**src/rtl/rotation_controller_if.sv**
```systemverilog
// rotation_controller_if: frame-rate control and angle output bundle.
// master drives frame_start/run/speed_level/reverse_req; slave returns the
// registered angle, direction, applied speed and reversing flag.
interface rotation_controller_if #(
    parameter int ANGLE_W = 10,
    parameter int SPEED_W = 4
);
    logic               frame_start;
    logic               run;
    logic [SPEED_W-1:0] speed_level;
    logic               reverse_req;
    logic [ANGLE_W-1:0] rotation_offset;
    logic               direction;
    logic [SPEED_W-1:0] cur_speed;
    logic               reversing;

    modport master (
        output frame_start, run, speed_level, reverse_req,
        input  rotation_offset, direction, cur_speed, reversing
    );

    modport slave (
        input  frame_start, run, speed_level, reverse_req,
        output rotation_offset, direction, cur_speed, reversing
    );
endinterface

```
**src/rtl/rotation_controller.sv**
```systemverilog
// rotation_controller: per-frame global rotation angle with speed ramping,
// braking and LFSR-timed direction reversals.
// Ports: Clk, Reset_n (async, active low), ctl (slave side of the
// control/angle bundle). Outputs update one clock after a frame_start edge.
module rotation_controller #(
    parameter int          ANGLE_W        = 10,
    parameter int          SPEED_W        = 4,
    parameter int          MIN_HOLD       = 90,
    parameter int          HOLD_RAND_MASK = 63,
    parameter logic [15:0] LFSR_SEED      = 16'hACE1
) (
    input logic                  Clk,
    input logic                  Reset_n,
    rotation_controller_if.slave ctl
);
    localparam int HOLD_W = $clog2(MIN_HOLD + HOLD_RAND_MASK + 1);

    typedef enum logic [2:0] {
        IDLE,
        ACCEL,
        SPIN,
        BRAKE,
        FLIP
    } state_e;

    state_e             state_q, state_d;
    logic [ANGLE_W-1:0] angle_q, angle_d;
    logic               dir_q, dir_d;
    logic [SPEED_W-1:0] speed_q, speed_d;
    logic               rev_q, rev_d;
    logic [HOLD_W-1:0]  hold_q, hold_d;
    logic [15:0]        lfsr_q, lfsr_d;
    logic               pend_q, pend_d;

    logic               req_ok;
    logic               pend_now;
    logic               lfsr_fb;
    logic [SPEED_W:0]   speed_inc;
    logic [HOLD_W-1:0]  hold_dec;
    logic [HOLD_W-1:0]  hold_load;

    always_ff @(posedge Clk or negedge Reset_n) begin
        if (!Reset_n) begin
            state_q <= IDLE;
            angle_q <= '0;
            dir_q   <= 1'b0;
            speed_q <= '0;
            rev_q   <= 1'b0;
            hold_q  <= HOLD_W'(MIN_HOLD);
            lfsr_q  <= LFSR_SEED;
            pend_q  <= 1'b0;
        end else begin
            state_q <= state_d;
            angle_q <= angle_d;
            dir_q   <= dir_d;
            speed_q <= speed_d;
            rev_q   <= rev_d;
            hold_q  <= hold_d;
            lfsr_q  <= lfsr_d;
            pend_q  <= pend_d;
        end
    end

    always_comb begin
        state_d = state_q;
        angle_d = angle_q;
        dir_d   = dir_q;
        speed_d = speed_q;
        rev_d   = rev_q;
        hold_d  = hold_q;
        lfsr_d  = lfsr_q;

        // Requests are dropped while a reversal is already under way.
        req_ok   = ctl.reverse_req && (state_q != BRAKE) && (state_q != FLIP);
        pend_now = pend_q | req_ok;
        pend_d   = ctl.run ? pend_now : 1'b0;

        lfsr_fb   = lfsr_q[15] ^ lfsr_q[13] ^ lfsr_q[12] ^ lfsr_q[10];
        speed_inc = {1'b0, speed_q} + (SPEED_W+1)'(1);
        hold_dec  = (hold_q == '0) ? '0 : hold_q - HOLD_W'(1);
        hold_load = HOLD_W'(MIN_HOLD)
                  + HOLD_W'(lfsr_q & 16'(HOLD_RAND_MASK));

        if (ctl.frame_start) begin
            lfsr_d = {lfsr_q[14:0], lfsr_fb};
            if (!ctl.run) begin
                state_d = IDLE;
                speed_d = '0;
                rev_d   = 1'b0;
            end else begin
                rev_d = 1'b0;
                unique case (state_q)
                    // IDLE with run high ramps in the same frame, so the
                    // first frame after start already moves by 1.
                    IDLE, ACCEL: begin
                        if (speed_inc >= {1'b0, ctl.speed_level}) begin
                            speed_d = ctl.speed_level;
                            state_d = SPIN;
                            hold_d  = hold_load;
                        end else begin
                            speed_d = speed_inc[SPEED_W-1:0];
                            state_d = ACCEL;
                        end
                    end
                    SPIN: begin
                        if (ctl.speed_level > speed_q) begin
                            speed_d = speed_q + SPEED_W'(1);
                        end else if (ctl.speed_level < speed_q) begin
                            speed_d = speed_q - SPEED_W'(1);
                        end
                        hold_d = hold_dec;
                        if ((hold_dec == '0) || pend_now) begin
                            state_d = BRAKE;
                            pend_d  = 1'b0;
                        end
                    end
                    BRAKE: begin
                        rev_d   = 1'b1;
                        speed_d = (speed_q == '0) ? '0 : speed_q - SPEED_W'(1);
                        if (speed_d == '0) begin
                            state_d = FLIP;
                        end
                    end
                    FLIP: begin
                        rev_d   = 1'b1;
                        speed_d = '0;
                        dir_d   = ~dir_q;
                        state_d = ACCEL;
                    end
                    default: state_d = IDLE;
                endcase
                // Speed is zero in FLIP, so the old direction is harmless.
                if (dir_q) begin
                    angle_d = angle_q - ANGLE_W'(speed_d);
                end else begin
                    angle_d = angle_q + ANGLE_W'(speed_d);
                end
            end
        end
    end

    assign ctl.rotation_offset = angle_q;
    assign ctl.direction       = dir_q;
    assign ctl.cur_speed       = speed_q;
    assign ctl.reversing       = rev_q;
endmodule
```
**src/flat_wrapper.sv**
```systemverilog
// flat-port wrapper written by rule: the top's interface ports become plain ports
module rotation_controller_flat 
#(
    parameter int          ANGLE_W        = 10,
    parameter int          SPEED_W        = 4,
    parameter int          MIN_HOLD       = 90,
    parameter int          HOLD_RAND_MASK = 63,
    parameter logic [15:0] LFSR_SEED      = 16'hACE1
)
  (Clk, Reset_n, ctl_frame_start, ctl_run, ctl_speed_level, ctl_reverse_req, ctl_rotation_offset, ctl_direction, ctl_cur_speed, ctl_reversing);
  rotation_controller_if #(.ANGLE_W(ANGLE_W), .SPEED_W(SPEED_W)) ctl_i ();
  input logic Clk;
  input logic Reset_n;
  input wire logic [$bits(ctl_i.frame_start)-1:0] ctl_frame_start;
  input wire logic [$bits(ctl_i.run)-1:0] ctl_run;
  input wire logic [$bits(ctl_i.speed_level)-1:0] ctl_speed_level;
  input wire logic [$bits(ctl_i.reverse_req)-1:0] ctl_reverse_req;
  output wire logic [$bits(ctl_i.rotation_offset)-1:0] ctl_rotation_offset;
  output wire logic [$bits(ctl_i.direction)-1:0] ctl_direction;
  output wire logic [$bits(ctl_i.cur_speed)-1:0] ctl_cur_speed;
  output wire logic [$bits(ctl_i.reversing)-1:0] ctl_reversing;
  assign ctl_i.frame_start = ctl_frame_start;
  assign ctl_i.run = ctl_run;
  assign ctl_i.speed_level = ctl_speed_level;
  assign ctl_i.reverse_req = ctl_reverse_req;
  assign ctl_rotation_offset = ctl_i.rotation_offset;
  assign ctl_direction = ctl_i.direction;
  assign ctl_cur_speed = ctl_i.cur_speed;
  assign ctl_reversing = ctl_i.reversing;
  rotation_controller #(.ANGLE_W(ANGLE_W), .SPEED_W(SPEED_W), .MIN_HOLD(MIN_HOLD), .HOLD_RAND_MASK(HOLD_RAND_MASK), .LFSR_SEED(LFSR_SEED)) u_core (.Clk(Clk), .Reset_n(Reset_n), .ctl(ctl_i));
endmodule
```
**config.mk**
```make
export PLATFORM = sky130hd
export DESIGN_NAME = rotation_controller_flat
export DESIGN_NICKNAME = d
export VERILOG_FILES = /design/src/rtl/rotation_controller_if.sv /design/src/rtl/rotation_controller.sv /design/src/flat_wrapper.sv
export SDC_FILE = /design/constraint.sdc
export NUM_CORES = 1
export LEC_CHECK = 0
export BUFFER_PORTS_ARGS = -buffer_cell sky130_fd_sc_hd__buf_2
export CAP_MARGIN = 10
export CELL_PAD_IN_SITES_DETAIL_PLACEMENT = 1
export CELL_PAD_IN_SITES_GLOBAL_PLACEMENT = 1
export CORE_MARGIN = 2
export CORE_UTILIZATION = 40
export DETAILED_ROUTE_END_ITERATION = 8
export PLACE_DENSITY_LB_ADDON = 0.25
export SLEW_MARGIN = 20
export SYNTH_ARGS = -nofsm -noshare
export SYNTH_HDL_FRONTEND = slang
export SYNTH_SLANG_ARGS = --single-unit
export TNS_END_PERCENT = 20
```
**constraint.sdc**
```tcl
create_clock -name Clk -period 7 [get_ports Clk]
set_input_delay 0.7 -clock Clk [delete_from_list [all_inputs] [get_ports Clk]]
set_output_delay 0.7 -clock Clk [all_outputs]
set_load 0.02 [all_outputs]
```
==> metrics.txt, run 1 <==
H-Tree Depth 2; Fmax 0.1865 GHz; final setup violation count 0; most frequent cells in the layout 32 x dfrtp_1, 31 x nand2_1, 26 x nor2_1; Post-Route WL 8.126 mm; TNS Setup 0 ps; relative max-transition margin 46.45%; initial antenna violation count 0; Clock Skews 8.973 ps; CP Capture Type register; Post-Syn Instances 361; r2r setup slk 1640 ps; synthesis-to-finish area growth 8.264%; CTS sink cnt 44; measured slew at the worst slew-check pin 800.3 ps; antenna diode count 0; Die Area 9034 um^2; vias 2,771; fin crit share 76.59%; Placer Congestion 0.9036; Hold Fails Final Rpt 0; crit path time final 5362 ps; EDFF count, synth 0; r2r endpoint u_core.ctl.rotation_offset[9]; I/O Pins 25; post_cts resized 0; die width 95.05 um; input/output buffers 24; Tightest Hold Check Type primary input to asynchronous set/reset pin; Mapped Area 3316 um^2; pin count of the biggest net entering global routing 45; Max clock buf depth 2; sequential share of the synthesized area 33.66%; hold_buf cts 0; outcome finished, final reports clean; Slew Limit Fails 0; DRC Markers 0; placed insts 474; core area 8134 um^2; FF-to-FF Start u_core.ctl.cur_speed[0]; FP Rows 33; final core utilization 44.13%; synth warn 0; Vias/cell 5.749; Setup Crit Path Kind register to register; layout cells sized above 1 22.55%; WL per Instance 16.86 um; Congestion Overflow GR 0; Reg clk slew, reported paths 100 ps; die span in y 95.05 um; Worst EP arrival 5540 ps; first-pass GRT wire length 14.11 mm; Clock Root Buffer clkbuf_8; DR iter-0 viols 110; pre-CTS worst setup slack 1718 ps; R2R depth 22; CTS tree done; Initial Util 40.76%; RSZ-0062 raised after global routing no; total of max-cap violations 0; Synthesized Nets 394; startpoint types register; vias in the first global route 2,868; Post-CTS Setup Repair Bufs 0; worst setup margin 1638 ps; Pre-Repair DR Iteration Count 4; CP required 7180 ps; Total GRT Usage 19.69%; Yosys cell types 71; Nets 409; fin cells 482; Avg Synthesized Cell Area 9.185 um^2; dpl hpwl 6.107 mm; latest clock arrival within the worst-skew pair 300 ps; Top FF cell, synth dfrtp_1; asr flop ratio synth 100.0%; Crit Path Max Fanout 11; Final ANT Viol Nets 0; number of synthesized register bits 44; Num CTS Buffers 5; Setup crit start u_core.ctl.cur_speed[0]; commonest non-fill, non-tap cell in the layout dfrtp_1
==> stage by stage <==
stage | hold WS (ps) | instance area, um^2
5_1_grt | 414.9 | 3590
3_5_place_dp | 494.7 | 3468
4_1_cts | 517.9 | 3583
3_3_place_gp | 486.7 | 3468
2_1_floorplan | 404.4 | 3316
6_report | 389.5 | 3590
==> Yosys cell counts (3+ instances only) <==
master / n / share of area (%)
inv_2: 3 / 0.34
nor4_1: 3 / 0.57
o21ai_1: 9 / 1.4
a31oi_1: 7 / 1.3
ha_1: 23 / 8.7
nand3_1: 8 / 1.2
a211oi_1: 6 / 1.4
o31ai_1: 5 / 1.1
a21o_1: 4 / 0.91
dfrtp_1: 32 / 24
nand2_1: 31 / 3.5
nor3_1: 7 / 1.1
a21oi_1: 21 / 3.2
clkbuf_1: 7 / 0.79
inv_1: 25 / 2.8
buf_4: 4 / 0.91
nor2_1: 26 / 2.9
o21ai_0: 20 / 3.0
xor2_1: 3 / 0.79
o22ai_1: 6 / 1.1
nand4_1: 4 / 0.75
or2_2: 3 / 0.57
mux2_2: 16 / 5.4
buf_6: 3 / 1.0
o211ai_1: 4 / 0.91
xnor2_1: 12 / 3.2
dfstp_2: 12 / 9.5
==> sequential cells by signal, indices dropped and copies added (netlist names) <==
| signal | cells |
|---|---|
| u_core.pend_q | 1 |
| u_core.ctl.cur_speed | 4 |
| u_core.hold_q | 8 |
| u_core.ctl.direction | 1 |
| u_core.state_q | 3 |
| u_core.ctl.reversing | 1 |
| u_core.lfsr_q | 16 |
| u_core.ctl.rotation_offset | 10 |
==> layout make-up <==
class | instances | area (um^2)
repair buffers | 24 | 122.6
flip-flops and latches | 44 | 1116
inverters | 28 | 105.1
multi-input cells | 273 | 1999
clock buffers | 5 | 68.82
fillers | 963 | 4544
well taps | 105 | 131.4
clock inverters | 3 | 46.29
==> metal layers <==
| layer | vias up | wire length, um | track usage (%) | part of all wire (%) |
|---|---|---|---|---|
| met1 | 1358 | 3946 | 28.55 | 49 |
| met3 | 11 | 303 | 2.688 | 3.7 |
| li1 | 1356 | - | - | - |
| met5 | - | 0 | 0 | 0 |
| met2 | 46 | 3799 | 31.38 | 47 |
| met4 | 0 | 77 | 4.348 | 0.95 |
==> cell families (layout without fill, tap and decap cells) <==
group	count (synthesis)	after routing	synth area share (%)
AO/OA/AOI/OAI	112	112	24.72
AND/OR/NAND/NOR	105	105	16.49
flip-flops	44	44	33.66
buffers and inverters	44	60	6.151
adder cells (fa/ha/maj)	24	24	9.283
multiplexers	17	17	5.736
XOR/XNOR	15	15	3.962
==> critical path, stage by stage (launching register included) <==
cell      delay (ps)
dfrtp_1          570
inv_1            110
ha_1             380
ha_1             290
a21boi_0         120
o211ai_1         380
and2_2           280
a221oi_1         100
o211ai_1         460
inv_1            140
ha_1             300
nor2_1            40
a21oi_1          220
inv_1             80
ha_1             270
nor2b_1          120
o21ai_0          220
a21o_1           180
a31oi_1          110
a31oi_1          390
nor2_1           100
a311oi_1         260
nand3_1          100
==> worst max-delay path by stage <==
stage | end | slack [ps] | depth (start not counted)
3_3_place_gp | u_core.ctl.rotation_offset[9] | 1950 | 22
5_1_grt | u_core.ctl.rotation_offset[9] | 1140 | 22
6_report | u_core.ctl.rotation_offset[9] | 1640 | 22
4_1_cts | u_core.ctl.rotation_offset[9] | 1650 | 22
3_5_place_dp | u_core.ctl.rotation_offset[9] | 1720 | 22
2_1_floorplan | u_core.ctl.rotation_offset[9] | 2250 | 22
Power of run 1 is left out: the tool's default activity adds up to more than one toggle a clock period on the data nets, which glitch-free logic cannot reach.
==> run 2, diff against run 1 <==
clock period = 4.5 ns   (was 7 ns; I/O delays follow)
==> run 2 against run 1 <==
  * Final area is 12% higher
  * Setup slack got worse by 1500 ps
  * Count of clock-buffer cells in the layout did not move
  * Core utilization grew 5.1 points
  * Global-route usage increased by 0.17 points
==> metrics.txt, run 2 (same netlist as run 1, synthesis figures left out) <==
outcome finished, final reports clean; CTS sink cnt 44 (unchanged); DRC Markers 0 (unchanged); CTS tree done; Pre-Repair DR Iteration Count 4 (unchanged); Congestion Overflow GR 0 (unchanged); measured slew at the worst slew-check pin 950.4 ps (+150.1 ps); placed insts 489 (+3.2%); FP Rows 33 (unchanged); Setup Crit Path Kind register to register; CP Capture Type register; Slew Limit Fails 0 (unchanged); Fmax 0.2305 GHz (+24%); WL per Instance 17.99 um (+6.7%); number of flip-flops in the largest register 16 (unchanged); input/output buffers 24 (unchanged); antenna diode count 0 (unchanged); Initial Util 40.76% (unchanged); Clock Skews 7.167 ps (-1.807 ps); Total GRT Usage 19.86% (+0.17 points); fin cells 510 (+5.8%); FF-to-FF Start u_core.ctl.cur_speed[1]; H-Tree Depth 2 (unchanged); DR iter-0 viols 168 (+53%); pin count of the biggest net entering global routing 45 (unchanged); crit path time final 4338 ps (-1024 ps); hold_buf cts 0 (unchanged); Post-Route WL 9.175 mm (+13%); relative max-transition margin 36.22% (-10 points); Nets 437 (+6.8%); Reg clk slew, reported paths 100 ps (about the same); Vias/cell 5.678 (-1.2%); startpoint types register; commonest non-fill, non-tap cell in the layout nand2_1; CP required 4690 ps (-2490 ps); RSZ-0062 raised after global routing yes; dpl hpwl 6.419 mm (+5.1%); I/O Pins 25 (unchanged); Biggest register u_core.lfsr_q; Final ANT Viol Nets 0 (unchanged); TNS Setup 0 ps (unchanged); Worst EP arrival 4530 ps (-1010 ps); die width 95.05 um (unchanged); Crit Path Max Fanout 6 (-5); final setup violation count 0 (unchanged); Hold Fails Final Rpt 0 (unchanged); vias 2,896 (+4.5%); number of fill cells 955 (-0.83%); layout cells sized above 1 35.06% (+13 points); core area 8134 um^2 (unchanged); latest clock arrival within the worst-skew pair 310 ps (about the same); Num CTS Buffers 5 (unchanged); vias in the first global route 2,854 (-0.49%); initial antenna violation count 0 (unchanged); Max clock buf depth 2 (unchanged); Setup crit start u_core.ctl.cur_speed[1]; Die Area 9034 um^2 (unchanged); most frequent cells in the layout 31 x nand2_1, 29 x dfrtp_1, 27 x buf_4; Tightest Hold Check Type primary input to asynchronous set/reset pin; Clock Root Buffer clkbuf_8; synthesis-to-finish area growth 20.83%; first-pass GRT wire length 14.09 mm (-0.15%); total of max-cap violations 0 (unchanged); fin crit share 96.39% (+20 points); Placer Congestion 0.9156 (+1.3%); die span in y 95.05 um (unchanged)
run 2: cell types whose count changed in the layout (fill, tap and decap cells not counted), moves of 4 or more:
cell,change
ha_4,+4
a21oi_2,+4
a21oi_1,-5
buf_4,+26
ha_1,-5
run 2: area by class of cell:
| type | count | area [um^2] | area share, % |
|---|---|---|---|
| Clock inverter | 3 | 46.29 | 1.156 |
| Sequential cell | 44 | 1120 | 27.95 |
| Inverter | 28 | 107.6 | 2.686 |
| Clock buffer | 5 | 68.82 | 1.718 |
| Tap cell | 105 | 131.4 | 3.279 |
| Timing Repair Buffer | 52 | 340.3 | 8.495 |
| Multi-Input combinational cell | 273 | 2192 | 54.72 |
run 2: worst max-delay path: stages (launching register included):
cell      delay [ps]
dfrtp_2          460
nand3_2          160
xnor2_2          180
ha_1             330
a211oi_4         240
buf_4            190
and4_1           290
o32ai_2          140
a41oi_4          290
nor3_2            70
ha_1             280
a21oi_1           70
ha_1             330
nand2_1           70
a21o_1           200
a31oi_4          210
a31oi_4          140
and4b_1          210
a311oi_1         240
nand3_1          110
run 2: timing repair:
item	in CTS	in global routing
pin swaps	2	21
buffers inserted	1	12
gates resized for setup	6	33
setup endpoints to repair	2	2
run 2: worst paths after layout:
| kind | endpoint | slack, ps | cells past startpoint |
|---|---|---|---|
| max | u_core.ctl.rotation_offset[9] | 160 | 19 |
| min | u_core.lfsr_q[1] | 130 | 1 |
| max reg2reg | u_core.ctl.rotation_offset[9] | 160 | 19 |
| min reg2reg | u_core.lfsr_q[14] | 510 | 1 |
| max in group asynchronous | u_core.ctl.cur_speed[0] | 3940 | 1 |
| min in group Clk | u_core.state_q[2] | 490 | 3 |
run 2: per-stage QoR:
step           setup WS, ps  util [%]  area, um^2  hold WS, ps
3_5_place_dp         -125.3     44.42        3613        493.2
6_report              162.4     49.25        4006        131.0
3_3_place_gp         -62.84     44.42        3613        483.7
2_1_floorplan         60.83         -        3348        154.4
5_1_grt              -70.31     49.25        4006        167.1
4_1_cts               1.914     46.19        3757        344.0
run 2: per-layer routing:
layer	up-vias	wire, um	global-route usage [%]
met2	33	4477	33.27
met3	10	228	2.451
met4	0	101	4.831
met1	1439	4367	27.38
met5	-	0	0
li1	1414	-	-
Power of run 2 is left out for the same reason.
